==> src/rtl/tl_updatefc_scheduler.sv <==
// Rx credit-return scheduler: accumulates freed P/NP/CPL credits and issues round-robin UpdateFC requests.
// Optional build macro UPDATEFC_REFRESH_EN: timer expiry makes every type due, allowing zero-increment keep-alives.
module tl_updatefc_scheduler #(
    parameter int CNT_W        = 12,
    parameter int HDR_THRESH   = 4,
    parameter int DATA_THRESH  = 16,
    parameter int UPDATE_TIMER = 1024
) (
    input  logic             clk,
    input  logic             rst_n,
    input  logic             link_active_i,
    input  logic             p_hdr_rden_i,
    input  logic             p_data_rden_i,
    input  logic             np_hdr_rden_i,
    input  logic             cpl_hdr_rden_i,
    input  logic             cpl_data_rden_i,
    output logic             upd_valid_o,
    output logic [1:0]       upd_type_o,
    output logic [CNT_W-1:0] upd_hdr_o,
    output logic [CNT_W-1:0] upd_data_o,
    input  logic             upd_ready_i,
    output logic [2:0]       pending_o
);

    localparam int TW = (UPDATE_TIMER > 1) ? $clog2(UPDATE_TIMER) : 1;
    localparam logic [TW-1:0]    TIMER_LAST = TW'(UPDATE_TIMER - 1);
    localparam logic [CNT_W-1:0] HDR_TH     = CNT_W'(HDR_THRESH);
    localparam logic [CNT_W-1:0] DATA_TH    = CNT_W'(DATA_THRESH);
    localparam logic [1:0] T_P   = 2'd0;
    localparam logic [1:0] T_NP  = 2'd1;
    localparam logic [1:0] T_CPL = 2'd2;

    typedef enum logic {ST_IDLE, ST_SEND} state_t;

    state_t            state_q, state_d;
    logic [CNT_W-1:0]  hd_p_q, hd_p_d, hd_np_q, hd_np_d, hd_cpl_q, hd_cpl_d;
    logic [CNT_W-1:0]  dd_p_q, dd_p_d, dd_cpl_q, dd_cpl_d;
    logic [TW-1:0]     timer_q, timer_d;
    logic [2:0]        due_q, due_d;
    logic [1:0]        rr_q, rr_d;
    logic              upd_valid_q, upd_valid_d;
    logic [1:0]        upd_type_q, upd_type_d;
    logic [CNT_W-1:0]  upd_hdr_q, upd_hdr_d;
    logic [CNT_W-1:0]  upd_data_q, upd_data_d;

    logic              hs;
    logic              expire;
    logic [2:0]        pending;
    logic [2:0]        sent_mask;
    logic [2:0]        nonzero;
    logic [2:0]        due_set;
    logic              grant_found;
    logic [1:0]        grant_type;
    logic [CNT_W-1:0]  sent_hd_p, sent_hd_np, sent_hd_cpl, sent_dd_p, sent_dd_cpl;

    // The subtracted payload was latched from this counter, so old + inc - sent never underflows.
    function automatic logic [CNT_W-1:0] next_cnt(input logic [CNT_W-1:0] old_v,
                                                  input logic [1:0]       inc_v,
                                                  input logic [CNT_W-1:0] sent_v);
        logic [CNT_W+1:0] sum;
        sum = {2'b00, old_v} + {{CNT_W{1'b0}}, inc_v} - {2'b00, sent_v};
        if (sum > {2'b00, {CNT_W{1'b1}}}) begin
            return {CNT_W{1'b1}};
        end
        return sum[CNT_W-1:0];
    endfunction

    always_comb begin
        pending[0] = (hd_p_q >= HDR_TH) | (dd_p_q >= DATA_TH) | due_q[0];
        pending[1] = (hd_np_q >= HDR_TH) | due_q[1];
        pending[2] = (hd_cpl_q >= HDR_TH) | (dd_cpl_q >= DATA_TH) | due_q[2];
    end

    always_comb begin
        grant_found = 1'b0;
        grant_type  = T_P;
        for (int i = 0; i < 3; i++) begin
            int idx;
            idx = int'(rr_q) + i;
            if (idx >= 3) idx = idx - 3;
            if (!grant_found && pending[idx]) begin
                grant_found = 1'b1;
                grant_type  = 2'(idx);
            end
        end
    end

    always_comb begin
        hs        = upd_valid_q & upd_ready_i;
        sent_mask = 3'b000;
        if (hs) sent_mask[upd_type_q] = 1'b1;

        sent_hd_p   = sent_mask[0] ? upd_hdr_q  : '0;
        sent_dd_p   = sent_mask[0] ? upd_data_q : '0;
        sent_hd_np  = sent_mask[1] ? upd_hdr_q  : '0;
        sent_hd_cpl = sent_mask[2] ? upd_hdr_q  : '0;
        sent_dd_cpl = sent_mask[2] ? upd_data_q : '0;

        hd_p_d   = next_cnt(hd_p_q,   {1'b0, p_hdr_rden_i},    sent_hd_p);
        dd_p_d   = next_cnt(dd_p_q,   {p_data_rden_i, 1'b0},   sent_dd_p);
        hd_np_d  = next_cnt(hd_np_q,  {1'b0, np_hdr_rden_i},   sent_hd_np);
        hd_cpl_d = next_cnt(hd_cpl_q, {1'b0, cpl_hdr_rden_i},  sent_hd_cpl);
        dd_cpl_d = next_cnt(dd_cpl_q, {cpl_data_rden_i, 1'b0}, sent_dd_cpl);

        expire  = (timer_q == TIMER_LAST);
        timer_d = expire ? '0 : timer_q + 1'b1;

        // Judge "nonzero" on the post-update value so a type sent this cycle is not re-armed empty.
        nonzero[0] = (hd_p_d != '0) | (dd_p_d != '0);
        nonzero[1] = (hd_np_d != '0);
        nonzero[2] = (hd_cpl_d != '0) | (dd_cpl_d != '0);
`ifdef UPDATEFC_REFRESH_EN
        due_set = expire ? 3'b111 : 3'b000;
`else
        due_set = expire ? nonzero : 3'b000;
`endif
        due_d = (due_q & ~sent_mask) | due_set;

        state_d     = state_q;
        rr_d        = rr_q;
        upd_valid_d = upd_valid_q;
        upd_type_d  = upd_type_q;
        upd_hdr_d   = upd_hdr_q;
        upd_data_d  = upd_data_q;

        case (state_q)
            ST_IDLE: begin
                if (grant_found) begin
                    state_d     = ST_SEND;
                    upd_valid_d = 1'b1;
                    upd_type_d  = grant_type;
                    case (grant_type)
                        T_P: begin
                            upd_hdr_d  = hd_p_q;
                            upd_data_d = dd_p_q;
                        end
                        T_NP: begin
                            upd_hdr_d  = hd_np_q;
                            upd_data_d = '0;
                        end
                        default: begin
                            upd_hdr_d  = hd_cpl_q;
                            upd_data_d = dd_cpl_q;
                        end
                    endcase
                end
            end
            ST_SEND: begin
                if (hs) begin
                    state_d     = ST_IDLE;
                    upd_valid_d = 1'b0;
                    rr_d        = (upd_type_q == T_CPL) ? T_P : upd_type_q + 2'd1;
                end
            end
            default: begin
                state_d     = ST_IDLE;
                upd_valid_d = 1'b0;
            end
        endcase

        // Link down discards everything in flight; only the arbitration pointer survives.
        if (!link_active_i) begin
            hd_p_d      = '0;
            dd_p_d      = '0;
            hd_np_d     = '0;
            hd_cpl_d    = '0;
            dd_cpl_d    = '0;
            timer_d     = '0;
            due_d       = '0;
            state_d     = ST_IDLE;
            upd_valid_d = 1'b0;
            upd_type_d  = '0;
            upd_hdr_d   = '0;
            upd_data_d  = '0;
        end
    end

    always_ff @(posedge clk) begin
        if (!rst_n) begin
            state_q     <= ST_IDLE;
            hd_p_q      <= '0;
            dd_p_q      <= '0;
            hd_np_q     <= '0;
            hd_cpl_q    <= '0;
            dd_cpl_q    <= '0;
            timer_q     <= '0;
            due_q       <= '0;
            rr_q        <= T_P;
            upd_valid_q <= 1'b0;
            upd_type_q  <= '0;
            upd_hdr_q   <= '0;
            upd_data_q  <= '0;
        end else begin
            state_q     <= state_d;
            hd_p_q      <= hd_p_d;
            dd_p_q      <= dd_p_d;
            hd_np_q     <= hd_np_d;
            hd_cpl_q    <= hd_cpl_d;
            dd_cpl_q    <= dd_cpl_d;
            timer_q     <= timer_d;
            due_q       <= due_d;
            rr_q        <= rr_d;
            upd_valid_q <= upd_valid_d;
            upd_type_q  <= upd_type_d;
            upd_hdr_q   <= upd_hdr_d;
            upd_data_q  <= upd_data_d;
        end
    end

    assign upd_valid_o = upd_valid_q;
    assign upd_type_o  = upd_type_q;
    assign upd_hdr_o   = upd_hdr_q;
    assign upd_data_o  = upd_data_q;
    assign pending_o   = pending;

endmodule
==> config.mk <==
export PLATFORM = sky130hd
export DESIGN_NAME = tl_updatefc_scheduler
export DESIGN_NICKNAME = d
export VERILOG_FILES = /design/src/rtl/tl_updatefc_scheduler.sv
export SDC_FILE = /design/constraint.sdc
export NUM_CORES = 1
export LEC_CHECK = 0
export CAP_MARGIN = 15
export CELL_PAD_IN_SITES_DETAIL_PLACEMENT = 0
export CELL_PAD_IN_SITES_GLOBAL_PLACEMENT = 2
export CORE_UTILIZATION = 38
export CTS_CLUSTER_SIZE = 20
export DETAILED_ROUTE_END_ITERATION = 7
export GPL_ROUTABILITY_DRIVEN = 0
export GPL_TIMING_DRIVEN = 0
export PLACE_DENSITY_LB_ADDON = 0.1
export SYNTH_ARGS = -nofsm -noshare
export SYNTH_HDL_FRONTEND = slang
export SYNTH_SLANG_ARGS = --single-unit
==> constraint.sdc <==
create_clock -name clk -period 5.4 [get_ports clk]
set_input_delay 0.81 -clock clk [delete_from_list [all_inputs] [get_ports clk]]
set_output_delay 0.81 -clock clk [all_outputs]
set_load 0.02 [all_outputs]
== Word-level counts from Yosys, hierarchy flattened ==
Index checks and enable logic that the tools add are counted.

* Reductions and logical operators: 16
* Bitwise operators: 14
* Add/subtract/negate cells: 17
* Equality and inequality tests: 5
* $lt $le $gt $ge: 18
* Multiplexer cells: 51

{| class="wikitable"
|+ Operator list
! operator !! count
|-
| 12-bit 2-to-1 mux || 15
|-
| 32-bit by 4-bit less-than comparator with 1-bit output (second input constant) || 3
|-
| 32-bit 2-to-1 mux || 3
|-
| 14-bit by 12-bit > comparator with 1-bit output (second input constant) || 5
|-
| 13-bit by 12-bit subtractor with 14-bit output || 5
|-
| 12-bit nonzero test || 5
|-
| 12-bit case mux with 2 select lines || 2
|-
| 12-bit by 1-bit adder with 13-bit output || 3
|-
| 12-bit by 3-bit greater-or-equal comparator with 1-bit output (second input constant) || 3
|-
| 12-bit by 2-bit adder with 13-bit output || 2
|-
| 12-bit by 5-bit greater-or-equal comparator with 1-bit output (second input constant) || 2
|-
| 1-bit 2-to-1 mux || 19
|-
| 10-bit by 1-bit adder with 10-bit output (second input constant) || 1
|-
| 10-bit == test (second input constant) || 1
|-
| 2-bit 2-to-1 mux || 4
|-
| 2-bit AND reduction || 4
|-
| 3-bit by 2-bit subtractor with 4-bit output (second input constant) || 2
|-
| 1-bit OR || 7
|-
| 1-bit binary-select mux with 2-bit select || 3
|-
| 3-bit by 2-bit greater-or-equal comparator with 1-bit output (second input constant) || 2
|-
| 3-bit 2-to-1 mux || 2
|-
| 1-bit case mux with 2 select lines || 2
|-
| 2-bit by 1-bit adder with 3-bit output (second input constant) || 1
|-
| 2-bit by 2-bit adder with 3-bit output (second input constant) || 1
|-
| 19 further kinds || 24
|}

* Logic and storage cells: 134
* Input port bits: 9
* Register bits after elaboration: 103
* Output and inout port bits: 30

== Longest topological paths before layout ==
Gate-level depths: netlist of the first run.

* Word-level depth: 15
* Depth in mapped cells: 17
* Mapped depth without buffers: 16

== Worst setup path before layout of the first run ==
OpenSTA, ideal clock, no wires.

* Path type: input to register
* From: input port upd_ready_i
* To: register dd_p_q[1]
* Slack: 1.004 ns
* Stages: 16
* Arrival: 4.264 ns
* Library setup time: 0.132 ns
* Buffers on the path: 3
* Cells stage by stage: nor4bb_1 > clkbuf_1 > clkbuf_1 > nand2_1 > fa_1 > ha_1 > inv_1 > fa_1 > nor2b_1 > o221ai_1 > a2111oi_0 > nor3_1 > a2111oi_0 > or3_1 > buf_2 > a21oi_1

* Word-level cells in the longest chain between the ends: 7

{| class="wikitable"
|+ Ends and longest elaborated chain
! element !! line !! source
|-
| start: declaration || 21 || <nowiki>input logic upd_ready_i,</nowiki>
|-
| 1-bit AND (*) || 89 || <nowiki>hs = upd_valid_q & upd_ready_i;</nowiki>
|-
| 3-bit 2-to-1 mux (*) || 91 || <nowiki>if (hs) sent_mask[upd_type_q] = 1'b1;</nowiki>
|-
| 12-bit 2-to-1 mux (*) || 94 || <nowiki>sent_dd_p = sent_mask[0] ? upd_data_q : '0;</nowiki>
|-
| 13-bit by 12-bit subtractor with 14-bit output (*) || 61 || <nowiki>sum = {2'b00, old_v} + {{CNT_W{1'b0}}, inc_v} - {2'b00, sent_v};</nowiki>
|-
| 14-bit by 12-bit > comparator with 1-bit output || 62 || <nowiki>if (sum > {2'b00, {CNT_W{1'b1}}}) begin</nowiki>
|-
| 1-bit 2-to-1 mux || 62 ||
|-
| 12-bit 2-to-1 mux (*) || 65 || <nowiki>return sum[CNT_W-1:0];</nowiki>
|-
| end signal: assignment || 196 || <nowiki>dd_p_q <= dd_p_d;</nowiki>
|-
| end: declaration || 37 || <nowiki>logic [CNT_W-1:0] dd_p_q, dd_p_d, dd_cpl_q, dd_cpl_d;</nowiki>
|}

Mark *: on every way between the ends. The rest lies on a longest branch, timed or not.
A chain may end at the register's enable or synchronous reset.

== Worst setup path after layout of the first run ==
* From: input port upd_ready_i
* To: register dd_p_q[8]

Same word-level chain as after synthesis.

==> summary.md, run 1 <==
| Metric | Value |
|---|---|
| Max Fclk | `0.197 GHz` |
| Worst vdd ir | `0.190 mV` |
| Final ANT Viol Nets | `0` |
| Largest net degree at the start of global routing | `19` |
| Post-Route Utilization | `0.441` |
| Syn Area/Cell | `8.32 um^2` |
| Rows | `52` |
| Predominant post-synthesis flop cell | `dfxtp_1` |
| Yosys reg bits | `103` |
| Run status | `complete, no violations` |
| Register area share after synthesis | `0.264` |
| Hpwl dp | `20.0 mm` |
| Vias | `6926` |
| Post-synth EDFFs | `0` |
| Post-Syn Area | `0.00782 mm^2` |
| Most frequent cells in the layout | `ha_1, dfxtp_1, a21oi_1, nand2_1, nor2_1` |
| TritonRoute pass-1 iters | `5` |
| Final hold vios | `0` |
| Commonest non-fill, non-tap cell in the layout | `ha_1` |
| Fillers | `2047` |
| Initial core utilization | `0.387` |
| RR Endpoint | `dd_p_q[8]` |
| Worst Hold Depth | `2` |
| GR Util All Layers | `0.230` |
| Pleak | `3.59 nW` |
| Final Cycle Share | `0.939` |
| CP Capture Type | `register` |
| Yosys cell types | `76` |
| Tightest Hold Check Type | `register to register` |
| Clock Path Buffers | `2` |
| H-tree Lvls | `3` |
| Reg2Reg Setup Slack | `0.87 ns` |
| Total grt overflow | `0` |
| Mapped Cells | `940` |
| Number of max-cap violations | `0` |
| Initial antenna violation count | `0` |
| Nets | `1130` |
| Reg clk slew, reported paths | `0.08 ns` |
| Starting DRC count in detailed routing | `366` |
| DP Area | `0.00854 mm^2` |
| Final worst path period need | `5.07 ns` |
| Worst Path Arrival | `5.29 ns` |
| Ant. Diodes | `0` |
| WL/cell | `19.0 um` |
| Fraction of layout cells with a size suffix above 1 | `0.0482` |
| Cts hold-fix bufs | `0` |
| Slew headroom | `0.434` |
| Vias in the first global route | `6618` |
| CTS root buf | `clkbuf_16` |
| RSZ-0062 raised after global routing | `no` |
| Die Y | `145 um` |
| Clk_lat worst skew | `0.37 ns` |
| Layout area overhead | `14.2%` |
| Chip Width | `145 um` |
| Finished Cell Area | `0.00893 mm^2` |
| CTS tree | `yes` |
| Die Area | `0.0212 mm^2` |
| Net Count, Synth | `1080` |
| Sinks on Clock Net | `103` |
| CTS Buf Count | `9` |
| Worst Path Required | `5.62 ns` |
| Buffers added on ports | `38` |
| Class of the most critical setup path | `input pin to register` |
| Setup Skew | `0.0161 ns` |
| Hold_sp | `state_q` |
| WL final | `24.0 mm` |
| Final setup vio count | `0` |
| Worst slew pin tran | `0.848 ns` |
| Pwr dens | `404 mW/mm^2` |
| Worst setup SP type | `input pin` |
| Core area | `0.0202 mm^2` |
| Hold path endpoint | `state_q` |
| Vias per inst | `5.48` |
| Residual DRC count | `0` |
| Yosys warns | `0` |
| First-pass GRT wire length | `37.7 mm` |
| Reg2Reg Depth | `16` |
| Crit Path Max Fanout | `10` |
| Final Slew Violations | `0` |
| Ys async rst share | `0` |
| Crit Reg-Reg Startpoint | `upd_type_o[1]` |
| Top Ports | `39` |
==> worst max-delay path, cell delays in order <==
cell and delay, ns:
clkdlybuf4s50_1 0.52, nor4bb_4 0.40, buf_2 0.26, clkbuf_4 0.25
nand2_1 0.09, fa_1 0.49, ha_1 0.21, inv_1 0.07
fa_1 0.41, nor2b_2 0.18, o221ai_1 0.18, a2111oi_2 0.35
nor3_1 0.13, a2111oi_0 0.35, or3_1 0.25, buf_2 0.24
a21oi_1 0.10
==> sequential cells by signal, indices dropped and copies added, names as in the netlist <==
name         flops
dd_cpl_q        12
due_q            3
rr_q             2
timer_q         10
dd_p_q          12
upd_hdr_o       12
hd_np_q         12
hd_p_q          12
upd_type_o       2
state_q          1
hd_cpl_q        12
upd_valid_o      1
upd_data_o      12
==> cells by family (layout without fill, tap and decap cells) <==
kind of cell / Yosys count / in the layout / share of synthesized area
simple gates: 287 / 287 / 0.183
buf+inv: 96 / 151 / 0.0483
xor+xnor: 50 / 50 / 0.0560
fa+ha+maj: 132 / 132 / 0.222
flops: 103 / 103 / 0.264
mux: 3 / 3 / 0.00400
compound gates: 269 / 269 / 0.222
==> where the power goes <==
| part | internal [W] | switching, W | total (W) |
|---|---|---|---|
| Sequential | 0.000852 | 0.000111 | 0.000963 |
| Combinational | 0.000763 | 0.00114 | 0.00190 |
| Clock | 0.000413 | 0.000330 | 0.000743 |
==> through the flow <==
stage / total power (W) / setup slack, ns / std cells / hold WS [ns] / setup TNS, ns
5_1_grt: 0.00388 / 0.00871 / 1265 / 0.537 / 0
4_1_cts: 0.00360 / 0.0400 / 1264 / 0.515 / 0
6_report: 0.00360 / 0.329 / 1265 / 0.512 / 0
3_3_place_gp: 0.00288 / -0.914 / 1248 / 0.486 / -18.99
3_5_place_dp: 0.00285 / -0.879 / 1248 / 0.498 / -16.65
2_1_floorplan: 0.00233 / 1.00 / 940 / 0.449 / 0
==> cells in the mapped netlist, types with 5 or more instances <==
cell / number / share of area
ha_1: 119 / 0.19
dfxtp_1: 103 / 0.26
a21oi_1: 93 / 0.060
nand2_1: 89 / 0.043
nor2_1: 63 / 0.030
inv_1: 60 / 0.029
o21ai_0: 46 / 0.029
xor2_1: 28 / 0.031
clkbuf_1: 27 / 0.013
a22oi_1: 24 / 0.023
nand3_1: 22 / 0.014
xnor2_1: 22 / 0.025
a31oi_1: 17 / 0.014
nor3_1: 17 / 0.011
nor2b_1: 13 / 0.010
nor4_1: 13 / 0.010
fa_1: 12 / 0.031
nand4_1: 10 / 0.0080
and2_1: 9 / 0.0072
o21a_1: 9 / 0.0086
a211oi_1: 8 / 0.0077
a21o_1: 7 / 0.0067
and3_1: 7 / 0.0056
nand2b_1: 7 / 0.0056
o21ai_1: 7 / 0.0045
o21bai_1: 7 / 0.0067
or3_1: 6 / 0.0048
a2111oi_0: 5 / 0.0056
a311oi_1: 5 / 0.0056
buf_2: 5 / 0.0032
o211ai_1: 5 / 0.0048
==> how the worst max path moves through the flow <==
stage / from / endpoint / slack [ns] / depth (start not counted)
finish: upd_ready_i / dd_p_q[8] / 0.33 / 17
global route: upd_ready_i / dd_p_q[8] / 0.009 / 17
CTS: upd_ready_i / dd_p_q[8] / 0.04 / 17
detailed placement: upd_ready_i / due_q[0] / -0.88 / 17
global placement: upd_ready_i / dd_p_q[7] / -0.91 / 17
floorplan: upd_ready_i / dd_p_q[1] / 1.00 / 16
==> final cells by class <==
cell class,count,area [um^2],share of cell area
plain buffers,35,156,0.0175
clock buffers,9,225,0.0252
clock inverters,7,101,0.0113
inverters,61,229,0.0256
multi-input cells,741,5430,0.608
flip-flops and latches,103,2060,0.231
well taps,270,338,0.0378
repair buffers,39,388,0.0434
==> what timing repair did <==
| action | in CTS | in global routing |
|---|---|---|
| pin swaps | 0 | 1 |
| resized for setup | 5 | 13 |
| buffers inserted | 0 | 1 |
| endpoints found under the setup margin | 13 | 43 |
==> per-layer routing <==
metal	vias to the layer above	track usage	wire, um
met5	-	0	0
met3	17	0.0273	748
met4	0	0.0463	285
met1	3266	0.325	12000
li1	3526	-	-
met2	117	0.377	10900
Power figures use the tool's default switching activity.
==> run 2: changes to the inputs <==
--- a/config.mk
+++ b/config.mk
@@ -8,6 +8,7 @@
 export CAP_MARGIN = 15
 export CELL_PAD_IN_SITES_DETAIL_PLACEMENT = 0
 export CELL_PAD_IN_SITES_GLOBAL_PLACEMENT = 2
+export CORE_MARGIN = 3
 export CORE_UTILIZATION = 38
 export CTS_CLUSTER_SIZE = 20
 export DETAILED_ROUTE_END_ITERATION = 7
==> summary.md, run 2 (synthesis results as in run 1) <==
| Metric | Value |
|---|---|
| Power Total | `0.00357 W` |
| CTS root buf | `clkbuf_16` |
| Hold path endpoint | `timer_q[0]` |
| Commonest non-fill, non-tap cell in the layout | `ha_1` |
| Total grt overflow | `0` |
| GR Util All Layers | `0.222` |
| Area of the multi-input gates | `0.00543 mm^2` |
| Clock Path Buffers | `2` |
| Worst slew pin tran | `0.848 ns` |
| Worst vdd ir | `0.133 mV` |
| Vias in the first global route | `6743` |
| Final worst path period need | `5.14 ns` |
| Slew headroom | `0.434` |
| FF+latch area | `0.00206 mm^2` |
| Final hold vios | `0` |
| Worst Hold Depth | `1` |
| Slowest cell on the critical path | `clkdlybuf4s50_1` |
| Hold WS | `0.501 ns` |
| Buffers added on ports | `38` |
| WL final | `24.4 mm` |
| Critical path cell sequence | `clkdlybuf4s50_1, nand2_1, nor3b_4, clkbuf_1, nand2_1, ha_1, ha_1, buf_2, nand3_1, a2111oi_2, nor2_1, xor2_1, nand3b_1, or4_1, nor4b_1, nor2_1` |
| Worst Path Arrival | `5.39 ns` |
| Hpwl dp | `20.0 mm` |
| First-pass GRT wire length | `38.4 mm` |
| Fraction of layout cells with a size suffix above 1 | `0.0452` |
| Final Cycle Share | `0.951` |
| Cts hold-fix bufs | `0` |
| WL/cell | `19.4 um` |
| CP Capture Type | `register` |
| Number of max-cap violations | `0` |
| Initial core utilization | `0.394` |
| Fillers | `2064` |
| Crit Path Max Fanout | `10` |
| Reg2Reg Setup Slack | `0.80 ns` |
| Run status | `complete, no violations` |
| Setup slack at placement | `-0.749 ns` |
| H-tree Lvls | `3` |
| Core area | `0.0198 mm^2` |
| Initial antenna violation count | `0` |
| Placed instance count | `1243` |
| TritonRoute pass-1 iters | `5` |
| RR Endpoint | `due_q[2]` |
| Finished Cell Area | `0.00890 mm^2` |
| Critical path's top delay family | `simple AND/OR/NAND/NOR gates` |
| Setup Skew | `0.00825 ns` |
| CTS Buf Count | `9` |
| Most frequent cells in the layout | `ha_1, dfxtp_1, a21oi_1, nand2_1, nor2_1` |
| Die Area | `0.0223 mm^2` |
| Sinks on Clock Net | `103` |
| Rows | `51` |
| Largest net degree at the start of global routing | `18` |
| Crit Reg-Reg Startpoint | `upd_valid_o` |
| Pwr dens | `401 mW/mm^2` |
| Pleak | `3.58 nW` |
| Buf/Inv on CP | `3` |
| Starting DRC count in detailed routing | `382` |
| DP Area | `0.00853 mm^2` |
| Residual DRC count | `0` |
| Final ANT Viol Nets | `0` |
| Worst Path Required | `5.65 ns` |
| CTS tree | `yes` |
| Final Slew Violations | `0` |
| Max Fclk | `0.195 GHz` |
| Final setup vio count | `0` |
| Worst setup SP type | `input pin` |
| Chip Width | `149 um` |
| Final WS setup | `0.262 ns` |
| Nets | `1130` |
| CP max stage delay | `0.53 ns` |
| Clk_lat worst skew | `0.36 ns` |
| Vias per inst | `5.51` |
| Layout area overhead | `13.8%` |
| RSZ-0062 raised after global routing | `no` |
| Class of the most critical setup path | `input pin to register` |
| Vias | `6948` |
| Reg2Reg Depth | `15` |
| Hold_sp | `timer_q[0]` |
| Reg clk slew, reported paths | `0.08 ns` |
| Die Y | `149 um` |
| Top Ports | `39` |
| Ant. Diodes | `0` |
| Tightest Hold Check Type | `register to register` |
| Final cell count without fillers | `1260` |
run 2: repair_timing:
item,CTS,global route
buffers inserted,0,1
setup endpoints to repair,13,29
resized for setup,4,10
pin swaps,0,1
endpoints found under the hold margin,0,0
run 2: power breakdown:
part | leakage (nW) | switching (W) | internal, W
clock | 0.152 | 0.000324 | 0.000378
sequential | 0.848 | 0.000112 | 0.000852
combinational | 2.58 | 0.00114 | 0.000762
run 2: cell type report:
| type | count | area share |
|---|---|---|
| clock buffer | 11 | 0.0273 |
| inverter | 61 | 0.0257 |
| multi-input combinational | 741 | 0.610 |
| sequential | 103 | 0.232 |
| tap | 265 | 0.0373 |
| buffer | 35 | 0.0174 |
| clock inverter | 5 | 0.00717 |
| timing repair buffer | 39 | 0.0436 |
run 2: worst max path at each step:
| stage | from | to | cells after the start |
|---|---|---|---|
| final | upd_ready_i | due_q[2] | 16 |
| after global routing | upd_ready_i | due_q[2] | 16 |
| after CTS | upd_ready_i | dd_p_q[9] | 17 |
| after detailed placement | upd_ready_i | due_q[0] | 17 |
| after global placement | upd_ready_i | dd_p_q[9] | 17 |
| after floorplan | upd_ready_i | dd_p_q[1] | 16 |
run 2: through the flow:
step	utilization	setup TNS (ns)
final	0.448	0
after global routing	0.448	0
after CTS	0.446	0
after detailed placement	0.430	-13.48
after global placement	0.430	-17.72
after floorplan	-	0
run 2: layer usage:
| metal | wire length [um] | up-vias | part of all wire | global-route usage |
|---|---|---|---|---|
| met2 | 11100 | 122 | 0.46 | 0.360 |
| met5 | 0 | - | 0 | 0 |
| met4 | 250 | 0 | 0.010 | 0.0416 |
| met3 | 1020 | 17 | 0.042 | 0.0288 |
| met1 | 12000 | 3285 | 0.49 | 0.318 |
| li1 | - | 3524 | - | - |
